===== config.mk =====
export PLATFORM = sky130hd
export DESIGN_NAME = muldiv_unit
export DESIGN_NICKNAME = d
export VERILOG_FILES = /design/src/rtl/muldiv_pkg.sv /design/src/rtl/muldiv_core.sv /design/src/rtl/muldiv_unit.sv
export SDC_FILE = /design/constraint.sdc
export NUM_CORES = 2
export LEC_CHECK = 0
export BUFFER_PORTS_ARGS = -buffer_cell sky130_fd_sc_hd__buf_2
export CAP_MARGIN = 30
export CELL_PAD_IN_SITES_DETAIL_PLACEMENT = 1
export CELL_PAD_IN_SITES_GLOBAL_PLACEMENT = 2
export CORE_MARGIN = 2
export CORE_UTILIZATION = 37
export CTS_CLUSTER_DIAMETER = 60
export DETAILED_ROUTE_END_ITERATION = 8
export GPL_TIMING_DRIVEN = 1
export HOLD_SLACK_MARGIN = 0.06
export PLACE_DENSITY = 0.8
export SLEW_MARGIN = 10
export SYNTH_ARGS = -nofsm -noshare
export SYNTH_HDL_FRONTEND = slang
export SYNTH_HIERARCHICAL = 1
export SYNTH_SLANG_ARGS = --single-unit
export TNS_END_PERCENT = 20

===== constraint.sdc =====
create_clock -name clk -period 4.3 [get_ports clk]
set_clock_uncertainty 0.1 [all_clocks]
set_input_delay 0.215 -clock clk [delete_from_list [all_inputs] [get_ports clk]]
set_output_delay 0.215 -clock clk [all_outputs]
set_load 0.05 [all_outputs]

===== src/rtl/muldiv_pkg.sv =====
// muldiv_pkg: shared width, funct3 op codes, FSM states and op decode
// for the iterative RV64M multiply/divide unit.
package muldiv_pkg;

  localparam int XLEN  = 64;
  localparam int CNT_W = $clog2(XLEN) + 1;

  localparam logic [2:0] OP_MUL    = 3'd0;
  localparam logic [2:0] OP_MULH   = 3'd1;
  localparam logic [2:0] OP_MULHSU = 3'd2;
  localparam logic [2:0] OP_MULHU  = 3'd3;
  localparam logic [2:0] OP_DIV    = 3'd4;
  localparam logic [2:0] OP_DIVU   = 3'd5;
  localparam logic [2:0] OP_REM    = 3'd6;
  localparam logic [2:0] OP_REMU   = 3'd7;

  typedef enum logic [1:0] {
    S_IDLE,
    S_CALC,
    S_DONE
  } state_t;

  function automatic logic is_div(logic [2:0] op);
    return op >= OP_DIV;
  endfunction

  function automatic logic is_signed_a(logic [2:0] op);
    return op != OP_MULHU && op != OP_DIVU && op != OP_REMU;
  endfunction

  function automatic logic is_signed_b(logic [2:0] op);
    return op == OP_MUL || op == OP_MULH
        || op == OP_DIV || op == OP_REM;
  endfunction

endpackage


===== src/rtl/muldiv_core.sv =====
// muldiv_core: unsigned 64-step shift-add multiply / restoring divide.
// in: init, step, div_mode, a_in, b_in; out: acc ({hi,lo}), fin.
module muldiv_core
  import muldiv_pkg::*;
(
  input  logic              clk,
  input  logic              rst_n,
  input  logic              init,
  input  logic              step,
  input  logic              div_mode,
  input  logic [XLEN-1:0]   a_in,
  input  logic [XLEN-1:0]   b_in,
  output logic [2*XLEN-1:0] acc,
  output logic              fin
);

  logic [2*XLEN-1:0] acc_q;
  logic [2*XLEN-1:0] mul_nxt;
  logic [2*XLEN-1:0] div_nxt;
  logic [XLEN-1:0]   m_q;
  logic              div_q;
  logic [CNT_W-1:0]  cnt_q;

  logic [XLEN:0]     add;
  logic [XLEN:0]     shf;
  logic [XLEN-1:0]   dif;
  logic [XLEN-1:0]   rem_n;
  logic              ge;

  // mul: acc = {partial hi, remaining multiplier bits}
  // div: acc = {partial remainder, dividend/quotient bits}
  always_comb begin
    add = {1'b0, acc_q[2*XLEN-1:XLEN]}
        + (acc_q[0] ? {1'b0, m_q} : '0);
    mul_nxt = {add, acc_q[XLEN-1:1]};
    shf = {acc_q[2*XLEN-1:XLEN], acc_q[XLEN-1]};
    ge = shf >= {1'b0, m_q};
    dif = shf[XLEN-1:0] - m_q;
    rem_n = ge ? dif : shf[XLEN-1:0];
    div_nxt = {rem_n, acc_q[XLEN-2:0], ge};
  end

  always_ff @(posedge clk or negedge rst_n) begin
    if (!rst_n) begin
      acc_q <= '0;
      m_q   <= '0;
      div_q <= 1'b0;
      cnt_q <= '0;
    end else if (init) begin
      div_q <= div_mode;
      m_q   <= div_mode ? b_in : a_in;
      acc_q <= {{XLEN{1'b0}}, div_mode ? a_in : b_in};
      cnt_q <= '0;
    end else if (step && !fin) begin
      acc_q <= div_q ? div_nxt : mul_nxt;
      cnt_q <= cnt_q + 1'b1;
    end
  end

  assign acc = acc_q;
  assign fin = cnt_q == CNT_W'(XLEN);

endmodule


===== src/rtl/muldiv_unit.sv =====
// muldiv_unit: RV64M mul/div unit, FSM + sign handling + fast path.
// in: start, op, operand_a/b, rd_in, flush; out: busy, done, result, rd_out, wb_en.
module muldiv_unit
  import muldiv_pkg::*;
(
  input  logic            clk,
  input  logic            rst_n,
  input  logic            start,
  input  logic [2:0]      op,
  input  logic [XLEN-1:0] operand_a,
  input  logic [XLEN-1:0] operand_b,
  input  logic [4:0]      rd_in,
  input  logic            flush,
  output logic            busy,
  output logic            done,
  output logic [XLEN-1:0] result,
  output logic [4:0]      rd_out,
  output logic            wb_en
);

  state_t state_q, state_d;

  logic            accept, step, load;
  logic [2:0]      op_q;
  logic            neg_a_q, neg_b_q, fast_q;
  logic [XLEN-1:0] fast_res_q, result_q;
  logic [4:0]      rd_q;

  logic            neg_a, neg_b;
  logic [XLEN-1:0] a_mag, b_mag;
  logic            div_zero, ovf, fast;
  logic [XLEN-1:0] fast_val;

  logic [2*XLEN-1:0] acc, prod;
  logic [XLEN-1:0]   quot, remv, final_val;
  logic              fin;

  always_comb begin
    neg_a = is_signed_a(op) & operand_a[XLEN-1];
    neg_b = is_signed_b(op) & operand_b[XLEN-1];
    a_mag = neg_a ? -operand_a : operand_a;
    b_mag = neg_b ? -operand_b : operand_b;
    div_zero = operand_b == '0;
    ovf = (op == OP_DIV || op == OP_REM)
        && operand_a == {1'b1, {(XLEN-1){1'b0}}}
        && operand_b == '1;
    fast = is_div(op) & (div_zero | ovf);
    // op[1] separates REM/REMU from DIV/DIVU
    fast_val = '0;
    unique case (1'b1)
      div_zero && !op[1]:  fast_val = '1;
      div_zero && op[1]:   fast_val = operand_a;
      !div_zero && !op[1]: fast_val = {1'b1, {(XLEN-1){1'b0}}};
      default:             fast_val = '0;
    endcase
  end

  always_ff @(posedge clk or negedge rst_n) begin
    if (!rst_n) state_q <= S_IDLE;
    else        state_q <= state_d;
  end

  // fast path spends its one cycle in CALC so done lands on E1
  always_comb begin
    state_d = state_q;
    accept  = 1'b0;
    step    = 1'b0;
    load    = 1'b0;
    unique case (state_q)
      S_IDLE: begin
        if (start && !flush) begin
          accept  = 1'b1;
          state_d = S_CALC;
        end
      end
      S_CALC: begin
        if (flush) begin
          state_d = S_IDLE;
        end else if (fast_q || fin) begin
          load    = 1'b1;
          state_d = S_DONE;
        end else begin
          step = 1'b1;
        end
      end
      S_DONE:  state_d = S_IDLE;
      default: state_d = S_IDLE;
    endcase
  end

  muldiv_core u_core (
    .clk      (clk),
    .rst_n    (rst_n),
    .init     (accept),
    .step     (step),
    .div_mode (is_div(op)),
    .a_in     (a_mag),
    .b_in     (b_mag),
    .acc      (acc),
    .fin      (fin)
  );

  always_comb begin
    prod = (neg_a_q ^ neg_b_q) ? -acc : acc;
    quot = (neg_a_q ^ neg_b_q) ? -acc[XLEN-1:0] : acc[XLEN-1:0];
    remv = neg_a_q ? -acc[2*XLEN-1:XLEN] : acc[2*XLEN-1:XLEN];
    final_val = '0;
    unique case (1'b1)
      op_q == OP_MUL:                   final_val = prod[XLEN-1:0];
      !is_div(op_q) && op_q != OP_MUL: final_val = prod[2*XLEN-1:XLEN];
      is_div(op_q) && !op_q[1]:         final_val = quot;
      is_div(op_q) && op_q[1]:          final_val = remv;
      default:                          final_val = '0;
    endcase
  end

  always_ff @(posedge clk or negedge rst_n) begin
    if (!rst_n) begin
      op_q       <= '0;
      neg_a_q    <= 1'b0;
      neg_b_q    <= 1'b0;
      fast_q     <= 1'b0;
      fast_res_q <= '0;
      rd_q       <= '0;
      result_q   <= '0;
    end else begin
      if (accept) begin
        op_q       <= op;
        neg_a_q    <= neg_a;
        neg_b_q    <= neg_b;
        fast_q     <= fast;
        fast_res_q <= fast_val;
        rd_q       <= rd_in;
      end
      if (load) result_q <= fast_q ? fast_res_q : final_val;
    end
  end

  assign busy   = state_q != S_IDLE;
  assign done   = state_q == S_DONE;
  assign result = result_q;
  assign rd_out = rd_q;
  assign wb_en  = done && rd_q != '0;

endmodule


# After elaboration in Yosys (flattened, before gate mapping)
# Cells that the tools add are included.
# word_totals
ff_bits	341
input_bits	140
out_inout_bits	72
wordCells	103
# classes
add_sub_neg	8
n_lt_le_gt_ge	3
eq_ne	13
n_mux	29
n_bitwise	5
n_reduce_logical	33
# op_table
operator	count
two-way mux 64 bit	9
two-way mux 128 bit	4
negation 64 bit	4
one-hot mux 64 bit (4 select lines)	1
one-hot mux 64 bit (3 select lines)	1
== test 64 bit, second input constant	2
negation 128 bit	1
adder 64 x 65 -> 65 bit	1
>= comparator 65 x 64 -> 1 bit	1
zero test 64 bit	1
subtractor 64 bit	1
two-way mux 7 bit	2
logical AND 1 bit	13
inequality test 3 bit, second input constant	3
two-way mux 1 bit	8
adder 7 x 1 -> 7 bit, second input constant	1
== test 7 bit, second input constant	1
== test 3 bit, second input constant	2
>= comparator 3 bit, second input constant	2
zero test 1 bit	6
zero test 3 bit	2
two-way mux 2 bit	3
logical OR 1 bit	5
nonzero test 5 bit	1
13 further kinds	16

# Depth between registers and ports, before layout
# depth
depth_word	8
ltp_mapped	16
ltp_nobuf	15

# Hierarchy
# Netlist, hierarchy kept.
# by_module_without_submodules
mod	instances	cells_each	area_each_um2	seq_area_each_um2
muldiv_core	1	2471	19254.7	5004.8
muldiv_unit	1	2181	15865.2	3528.4

# Least setup slack after synthesis
# Ideal clock, no wire load.
# synth_path
path_kind	flip-flop to flip-flop
startpoint	register u_core.acc_q[0], in the netlist u_core/acc[0]
endpoint	register u_core.acc_q[125], in the netlist u_core/acc[125]
setup_ns	0.092
arrival_ns	3.503
required_time_ns	4.108
setup_slack_ns	0.605
stages_incl_launch_ff	17
n_path_buf	3
synth_period_minus_slack_ns	3.695
path_cell_list	dfrtp_1 clkbuf_1 clkbuf_1 and2_1 ha_1 buf_6 a2111oi_4 o211ai_1 o211ai_2 and3_1 a21oi_1 a2111oi_2 nor2_1 a221oi_2 o21bai_1 mux2_1 o31ai_2
# synth_between
elab_chain_cells	5
# synth_lines
item	line_no	text
start, declared	muldiv_core.sv:17	logic [2*XLEN-1:0] acc_q;
start signal, assigned	muldiv_core.sv:52	acc_q <= {{XLEN{1'b0}}, div_mode ? a_in : b_in};
start signal, assigned	muldiv_core.sv:55	acc_q <= div_q ? div_nxt : mul_nxt;
two-way mux 64 bit	muldiv_core.sv:34	+ (acc_q[0] ? {1'b0, m_q} : '0);
adder 64 x 65 -> 65 bit	muldiv_core.sv:34	
two-way mux 128 bit	muldiv_core.sv:55	
two-way mux 128 bit	muldiv_core.sv:54	end else if (step && !fin) begin
two-way mux 128 bit	muldiv_core.sv:49	end else if (init) begin
# No other way between the ends. The select of a mux whose other input is x is not followed.
# A chain may end at the register's enable or synchronous reset.

# Final worst setup path
# Ends and elaborated chain as after synthesis.

==> impl_metrics.toml <==
[power_and_ir_drop]
leakagePower_nw = 18.2
irDropWorstVdd_uv = 337
p_per_area_mw_per_mm2 = 651

[logic_synthesis]
ys_seq_area_share_pct = 24.3
syn_nets = 4929
yosysWarnings = 6
ys_seq_elements = 341
avgSynthCellArea_um2 = 7.55
yosys.cell_types.count = 101
synthCells = 4652
synth_area_mm2 = 0.0351
ys.flop_type = "dfrtp_1"
synthArstFlopShare_pct = 100
synth-edff-count = 0

[clock_tree]
post_cts_buffers = 0
insertion_delay_ns = 0.68
cts_max_path_buffers = 3
clock_sinks = 341
root_buffer = "clkbuf_16"
clk_pin_slew_ns = 0.06
cts_buffers = 59
cts_tree = "yes"
htree_levels = 2

[outcome]
run_status = "completed"

[grt]
grt_max_degree = 136
grt_util_met2_pct = 57.7
use_met3_pct = 8.05
overflow = 0
grt_pass1_wl_um = 277000
grt_antenna_before_repair = 9
grt-busiest-layer = "met2"
met1_usage_pct = 49.9
grtUsageTotal_pct = 37.9
grt_pass1_vias = 39800

[cells_and_area]
areaGrowthSynthToFinish_pct = 21.3
finalNetCount = 5303
design_area_mm2 = 0.0426
most-common-layout-cells = "463 x a21oi_1, 430 x nor2_1, 419 x nand2_1, 339 x dfrtp_1, 315 x buf_4"
post_route_cells_drive_above_1_share_pct = 14.9
final_common_cell = "a21oi_1"

[setup_path]
critPathSlowestCell = "dfrtp_2"
crit_path_end_kind = "flop"
critPathKind = "reg2reg"
path_buf_inv = 3
arrival_ns = 4.73
cp_cell_sequence = "buf_12 > and2_1 > ha_1 > a2111oi_4 > o211ai_1 > o211ai_2 > and3_1 > a21oi_1 > buf_4 > a2111oi_4 > nor2_1 > buf_4 > a221oi_2 > o21bai_1 > mux2_1 > o31ai_2"
worst_setup_path_start_kind = "flop"
required_ns = 4.76
cp_max_fo = 46
slowest_delay_ns = 0.45
critPathTopFamily = "compound AO/OA/AOI/OAI gates"

[place]
port_buffers = 211
hpwl_um = 149000
pre_cts_slack_ns = 0.0290
placed_cell_area_mm2 = 0.0393
gp_congestion = 1.01

[timing]
fin_crit_sh_pct = 99.2
worst_pin_slew_ns = 1.03
fin_ws_ns = 0.0354
maxSlewViolCount = 0
final-setup-viol-count = 0
hold_viol_final = 0
fin_crit_ns = 4.26
rsz0062_at_grt = "yes"
fmax_mhz = 234
whs_ns = 0.0892
slew_headroom_pct = 30.5

[floorplanning]
num_io_pins = 212
rows = 113
start_util_pct = 37.1
core-area_mm2 = 0.0946
fp.dieW_um = 312
die_y_um = 312
dieArea_mm2 = 0.0974

[route]
drtAntennaViolNets = 0
viasPerCell = 6.37
dr.pass1.iters = 5
wire_per_inst_um = 30.0
drc = 0
vias = 40400
first_iter_violations = 4175
drt_wl_total_um = 191000

[min_path]
hold_path.class = "in2reg"

[job]
cap_violations = 0
report_power, final:
group / switching (mW) / total, mW / internal, mW
Combinational: 11.1 / 17.1 / 5.94
Clock: 2.02 / 5.32 / 3.31
Sequential: 1.30 / 5.32 / 4.02
Total: 14.5 / 27.7 / 13.3
worst register-to-register path: stages (launching register included):
cell and delay, ns:
dfrtp_2 0.45, buf_12 0.20, and2_1 0.18, ha_1 0.32, a2111oi_4 0.40, o211ai_1 0.19
o211ai_2 0.14, and3_1 0.28, a21oi_1 0.11, buf_4 0.18, a2111oi_4 0.41, nor2_1 0.11
buf_4 0.16, a221oi_2 0.27, o21bai_1 0.10, mux2_1 0.33, o31ai_2 0.20
registers in the layout (all words and copies together), names as in the netlist:
register	count
u_core/m_q	64
u_core/div_q	1
neg_b_q	1
rd_out	5
fast_res_q	64
state_q	2
neg_a_q	1
fast_q	1
result	64
op_q	3
u_core/cnt_q	7
u_core/acc	128
metrics by stage:
| stage | TNS, ns | power, mW | cells | util (%) |
|---|---|---|---|---|
| floorplan | 0 | 15.3 | 4652 | - |
| global placement | 0 | 21.6 | 6121 | 41.5 |
| detailed placement | 0 | 21.7 | 6122 | 41.5 |
| CTS | 0 | 27.3 | 6339 | 44.9 |
| global route | -0.175 | 29.1 | 6341 | 45.0 |
| finish | 0 | 27.7 | 6343 | 45.0 |
repair_timing:
item                                    4_1_cts  5_1_grt
hold endpoints to repair                    233        0
hold buffers                                106        0
endpoints found under the setup margin        1       14
gates resized for setup                       1       10
worst paths after layout:
check                             endpoint  cells after the start           start  slack [ns]
setup / recovery           u_core/acc[125]                     16   u_core/acc[0]        0.04
hold / removal              u_core/acc[35]                      5   operand_b[35]        0.09
setup reg to reg           u_core/acc[125]                     16   u_core/acc[0]        0.04
hold reg to reg             fast_res_q[58]                      2  fast_res_q[58]        0.37
max in group asynchronous   u_core/acc[50]                      3           rst_n        2.91
min in group asynchronous  u_core/cnt_q[0]                      2           rst_n        0.13
metal layers:
metal  vias to the layer above  wire length (µm)
met1                     20200             79300
met2                      1837             82600
li1                      17900                 -
met4                        10             12300
met3                       447             16300
met5                         -                69
synth_stat cells, drive strengths merged, types with 12 or more instances:
master / n / area (µm²)
and2: 91 / 569
a21oi: 465 / 2330
nand2: 420 / 1580
o31ai: 119 / 913
or2: 17 / 106
and4: 17 / 149
nor2: 433 / 1630
or3: 74 / 468
a31oi: 83 / 526
o211ai: 36 / 275
o221ai: 12 / 105
ha: 135 / 1690
or4: 46 / 353
clkbuf: 292 / 1100
xnor2: 203 / 1780
mux2i: 211 / 2110
a41oi: 15 / 131
a211oi: 101 / 773
mux2: 19 / 214
nor2b: 68 / 425
inv: 140 / 526
buf: 46 / 220
nor4: 86 / 624
nand3: 82 / 410
a22oi: 23 / 173
and3: 22 / 138
nand2b: 32 / 200
a21boi: 13 / 97.6
o22ai: 12 / 75.1
dfrtp: 341 / 8530
nand4: 88 / 551
xor2: 150 / 1310
o21bai: 25 / 188
a21o: 55 / 413
a221oi: 28 / 258
o41ai: 28 / 287
nor3: 137 / 702
o21a: 17 / 128
nand3b: 15 / 113
o21ai: 305 / 1530
logic make-up (layout without fill, tap and decap cells):
family | count (synthesis) | in the layout | synth area share (%)
AO/OA/AOI/OAI | 1446 | 1446 | 26.3
buffers and inverters | 478 | 902 | 5.24
other | 0 | 2 | 0
adder cells (fa/ha/maj) | 137 | 137 | 4.92
multiplexers | 230 | 230 | 6.62
flip-flops | 341 | 341 | 24.3
XOR/XNOR | 353 | 353 | 8.80
AND/OR/NAND/NOR | 1667 | 1667 | 23.8
layout make-up:
cell class | instances | area [µm²]
sequential | 341 | 8540
timing repair buffer | 651 | 4880
inverter | 140 | 533
clock buffer | 73 | 1610
fill | 11500 | 52000
clock inverter | 38 | 549
antenna | 2 | 5.00
multi-input combinational | 3833 | 24900
tap | 1265 | 1580
No activity file was read; power rests on OpenSTA's default activity.
